## src/rtl/seq_mult_ctrl.sv

```systemverilog
`default_nettype none
// ============================================================================
// Module      : seq_mult_ctrl
// Description : Sequential shift-add unsigned multiplier, one bit per cycle,
//               with IDLE/RUN/DONE control and a single shared ripple adder.
// Revision    : 1.0  initial release
// ============================================================================
module seq_mult_ctrl #(
    parameter int WIDTH = 4
) (
    input  logic                 clk,
    input  logic                 rst,
    input  logic                 start,
    input  logic [WIDTH-1:0]     a,
    input  logic [WIDTH-1:0]     b,
    output logic                 busy,
    output logic                 done,
    output logic [2*WIDTH-1:0]   product
);

    localparam int c_cnt_w = (WIDTH > 1) ? $clog2(WIDTH) : 1;
    localparam logic [c_cnt_w-1:0] c_last = c_cnt_w'(WIDTH - 1);

    typedef enum logic [1:0] {
        S_IDLE = 2'd0,
        S_RUN  = 2'd1,
        S_DONE = 2'd2
    } state_t;

    state_t               r_state;
    logic [c_cnt_w-1:0]   r_count;
    logic [WIDTH-1:0]     r_m;
    logic [WIDTH-1:0]     r_p;
    logic [WIDTH-1:0]     r_q;
    logic                 r_busy;
    logic                 r_done;
    logic [2*WIDTH-1:0]   r_product;

    logic [WIDTH-1:0]     w_sum;
    logic [WIDTH:0]       w_carry;
    logic                 w_c_add;
    logic [WIDTH-1:0]     w_p_add;
    logic [WIDTH-1:0]     w_p_shift;
    logic [WIDTH-1:0]     w_q_shift;

    // Shared P + M ripple chain: half adder at bit 0, full adders above.
    assign w_carry[0] = 1'b0;
    genvar gi;
    generate
        for (gi = 0; gi < WIDTH; gi++) begin : g_adder
            if (gi == 0) begin : g_ha
                assign w_sum[gi]       = r_p[gi] ^ r_m[gi];
                assign w_carry[gi + 1] = r_p[gi] & r_m[gi];
            end else begin : g_fa
                assign w_sum[gi]       = r_p[gi] ^ r_m[gi] ^ w_carry[gi];
                assign w_carry[gi + 1] = (r_p[gi] & r_m[gi]) |
                                         (w_carry[gi] & (r_p[gi] ^ r_m[gi]));
            end
        end
    endgenerate

    assign w_c_add   = r_q[0] & w_carry[WIDTH];
    assign w_p_add   = r_q[0] ? w_sum : r_p;
    assign w_p_shift = {w_c_add, w_p_add[WIDTH-1:1]};
    assign w_q_shift = {w_p_add[0], r_q[WIDTH-1:1]};

    always_ff @(posedge clk) begin
        if (rst) begin
            r_state   <= S_IDLE;
            r_count   <= '0;
            r_m       <= '0;
            r_p       <= '0;
            r_q       <= '0;
            r_busy    <= 1'b0;
            r_done    <= 1'b0;
            r_product <= '0;
        end else begin
            case (r_state)
                S_IDLE, S_DONE: begin
                    r_done <= 1'b0;
                    if (start) begin
                        r_m     <= a;
                        r_q     <= b;
                        r_p     <= '0;
                        r_count <= '0;
                        r_state <= S_RUN;
                        r_busy  <= 1'b1;
                    end else begin
                        r_state <= S_IDLE;
                        r_busy  <= 1'b0;
                    end
                end
                S_RUN: begin
                    r_p <= w_p_shift;
                    r_q <= w_q_shift;
                    // Count saturates at the last iteration instead of wrapping.
                    if (r_count == c_last) begin
                        r_state   <= S_DONE;
                        r_busy    <= 1'b0;
                        r_done    <= 1'b1;
                        r_product <= {w_p_shift, w_q_shift};
                    end else begin
                        r_count <= r_count + 1'b1;
                    end
                end
                default: begin
                    r_state <= S_IDLE;
                    r_busy  <= 1'b0;
                    r_done  <= 1'b0;
                end
            endcase
        end
    end

    assign busy    = r_busy;
    assign done    = r_done;
    assign product = r_product;

endmodule
`default_nettype wire

```

## config.mk

```make
export PLATFORM = sky130hd
export DESIGN_NAME = seq_mult_ctrl
export DESIGN_NICKNAME = d
export VERILOG_FILES = /design/src/rtl/seq_mult_ctrl.sv
export SDC_FILE = /design/constraint.sdc
export NUM_CORES = 1
export LEC_CHECK = 0
export ABC_AREA = 1
export BUFFER_PORTS_ARGS = -buffer_cell sky130_fd_sc_hd__buf_2
export CAP_MARGIN = 20
export CORE_MARGIN = 3
export CORE_UTILIZATION = 35
export CTS_CLUSTER_SIZE = 28
export DETAILED_ROUTE_END_ITERATION = 6
export GPL_TIMING_DRIVEN = 0
export SLEW_MARGIN = 20
export SYNTH_ARGS = -nofsm -noshare
export SYNTH_HDL_FRONTEND = slang
export SYNTH_SLANG_ARGS = --single-unit
export TNS_END_PERCENT = 10
```

## constraint.sdc

```tcl
create_clock -name clk -period 6.05 [get_ports clk]
set_input_delay 0.3025 -clock clk [delete_from_list [all_inputs] [get_ports clk]]
set_output_delay 0.3025 -clock clk [all_outputs]
set_load 0.005 [all_outputs]
```

==> results.md <==
* Final setup viols at 0
* Crit Path Class: reg2reg
* Final non-filler cell total at 213
* Period utilisation layout at 0.372
* Logic pwr share at 0.144
* CTS Buffer Depth at 2
* Delay-heaviest family, CP: adder cells
* Final Hold Vio Count at 0
* Static leakage at around 0.56 nW
* Vias in the first global route at around 970
* CP Max Fanout at 3
* First-pass GRT wire length at ~4200 um
* Synth-to-layout area growth at 16.1%
* Post-route clock skew at slightly above 0.004 ns
* Total grt overflow at 0
* PortBufs at 20
* Via Count at 992
* N_diodes at 0
* Sink Count at 25
* CP max stage cell: fa_1
* Most frequent CP cell: fa_1
* Synth cell types at 20
* Max-cap viol count at 0
* Number of remaining DRC errors at 0
* Post-CTS Hold Fix Bufs at 0
* CTS H-tree lvls at 1
* Final GP Congestion at 0.761
* Drt first pass iters at 4
* Die height at ~63 um
* Cell Rows at 20
* Io pins at 21
* Remaining antenna violation count after routing at 0
* Inserted Clock Buffers at 3
* CTS clk-pin slew, worst paths at around 0.14 ns
* Synth Area per Inst at approximately 7.8 sq um
* Pins Over Slew Limit at 0
* Post-Route Setup TNS at 0 ns
* Ys Warns at 0
* Clk_lat worst skew at roughly 0.32 ns
* Clock root cell: clkbuf_4
* Die area at slightly below 4000 sq um
* Worst path cell trace: ha_1 > inv_1 > fa_1 > fa_1 > fa_1 > o21ai_0 > nand3_1 > o21ai_1
* Routed wire length at roughly 2400 um
* Post-DR wirelength/cell at ~11 um
* Final-stage net count at between 150 and 200
* Largest stage delay, worst path at ~0.43 ns
* Worst path arrival time at about 2.5 ns
* Pwr/cell area at roughly 220 nW/um^2
* Core area at around 3100 sq um
* Post-Synthesis Cells at between 100 and 150
* Outcome: finished clean
* Met3 wire len at just under 100 um
* Worst VDD drop at 0.000104 V
* Initial Util at 0.369
* GRT Total Usage at 0.133
* DR vias/cell at around 4.7
* DRT met1 WL at roughly 1200 um
* Met2 wire length at around 1200 um
* Seq/Total Area, Yosys at 0.441
* Synth Cell Area at ~1100 sq um
* Worst-Margin Slew at about 0.28 ns
* Hold WC Path Type: in2reg
* Layout cells sized above 1 at 0.225
* Syn nets at roughly 160
* Die width at between 60 and 70 um
* WP data required at between 6 and 7 ns
* Fin crit period at between 2 and 2.5 ns
* DR top layer: met4
* PostCTS Resize Cnt at 0
* CTS tree: built
* Seq pwr share at 0.600
* Max-Slew Margin vs Limit at 0.809
* Power share of the clock group at 0.256
* Synth Register Bits at 25
* Startpoint Class: flop
* Cell internal pwr at 212 uW
* CP endpoint kind: flop
* Switching Power at between 80 and 90 uW
* RSZ-0062 raised after global routing: false
* Post-Place Cells at around 210
* Post-DP HPWL at roughly 1900 um
* Switch share at 0.279
* Initial antenna violation count at 0
* Postcts setup bufs at 0
* Pin count of the biggest net entering global routing at 15
* 1st-iter DRT viols at 26
* Fmax at 0.444 GHz
* CP bufs+invs at 1
-- placed cells by master, fill, tap and decap left out --
cell / count
a21oi_1: 8
ha_1: 2
nor2_8: 1
nand2_2: 2
o21ai_1: 11
clkbuf_4: 3
dfxtp_1: 25
clkinv_2: 1
inv_2: 3
nor2_4: 1
nand3_2: 1
o21ai_0: 7
buf_6: 1
nand3_1: 12
fa_1: 3
a21oi_2: 1
nand2_4: 2
nor3_1: 4
inv_1: 16
nand2_1: 22
nor2_1: 21
buf_2: 22
-- worst reg2reg max path, cell delays in order (launching register included) --
cell and delay (ns):
dfxtp_1 0.38, ha_1 0.15, inv_1 0.05, fa_1 0.37
fa_1 0.39, fa_1 0.43, o21ai_0 0.23, nand3_1 0.10
o21ai_1 0.09
-- per-stage QoR --
stage / hold WS [ns] / setup slack [ns] / util / instance area (sq um) / power [mW]
floorplan: 0.365 / 3.97 / - / 1130 / 0.209
global placement: 0.454 / 3.85 / 0.419 / 1290 / 0.221
detailed placement: 0.460 / 3.81 / 0.419 / 1290 / 0.222
CTS: 0.204 / 3.78 / 0.428 / 1320 / 0.298
global route: 0.208 / 3.60 / 0.428 / 1320 / 0.313
finish: 0.208 / 3.80 / 0.428 / 1320 / 0.294
-- registers in the layout, summed over array words and instances, names as in the netlist --
name / cells
product: 8
r_m: 4
r_count: 2
r_q: 4
done: 1
r_state: 2
r_p: 4
-- cell families after synthesis --
family,after synthesis,synth area share
AO/OA/AOI/OAI,27,0.122
adder cells (fa/ha/maj),5,0.0750
buffers and inverters,22,0.0816
flip-flops,25,0.441
AND/OR/NAND/NOR,66,0.280
-- area by class of cell --
class / instances / area [sq um]
Fill cell: 323 / 1760
Multi-Input combinational cell: 98 / 542
Sequential cell: 25 / 500
Timing Repair Buffer: 20 / 100
Inverter: 19 / 71.3
Tap cell: 44 / 55.1
Clock buffer: 3 / 22.5
Buffer: 3 / 21.3
Clock inverter: 1 / 5.00
-- power groups by stage --
stage / combinational, mW / clock (mW) / sequential, mW
final: 0.0423 / 0.0753 / 0.176
after global routing: 0.0484 / 0.0869 / 0.177
after CTS: 0.0425 / 0.0790 / 0.176
after detailed placement: 0.0423 / 0 / 0.180
after global placement: 0.0416 / 0 / 0.180
after floorplan: 0.0302 / 0 / 0.179
-- cells in the mapped netlist --
cell	count	area, sq um
inv_1	16	60.1
nand2_4	2	22.5
nand2_1	22	82.6
nand2_2	2	12.5
nand3_2	1	10.0
nor2_8	1	20.0
ha_1	2	25.0
o21ai_1	11	55.1
buf_6	1	11.3
buf_2	2	10.0
a21oi_2	1	8.76
nor2_4	1	11.3
fa_1	3	60.1
nor3_1	4	20.0
nor2_1	21	78.8
dfxtp_1	25	500
o21ai_0	7	35.0
nand3_1	12	60.1
a21oi_1	8	40.0
inv_2	3	11.3
-- path summary, 6_finish.rpt --
kind / cells past startpoint / start / slack [ns] / endpoint
min: 3 / b[1] / 0.21 / r_q[1]$_SDFFE_PP0P_
max reg2reg: 8 / r_p[0]$_SDFFE_PP0P_ / 3.80 / r_p[2]$_SDFFE_PP0P_
min reg2reg: 2 / product[1]$_SDFFE_PP0P_ / 0.48 / product[1]$_SDFFE_PP0P_
max: 8 / r_p[0]$_SDFFE_PP0P_ / 3.80 / r_p[2]$_SDFFE_PP0P_
-- per-layer routing --
metal | track usage | vias up
met1 | 0.169 | 456
li1 | - | 516
met5 | 0 | -
met3 | 0.0306 | 5
met4 | 0.0634 | 0
met2 | 0.211 | 15
(Power assumes the default switching activity.)
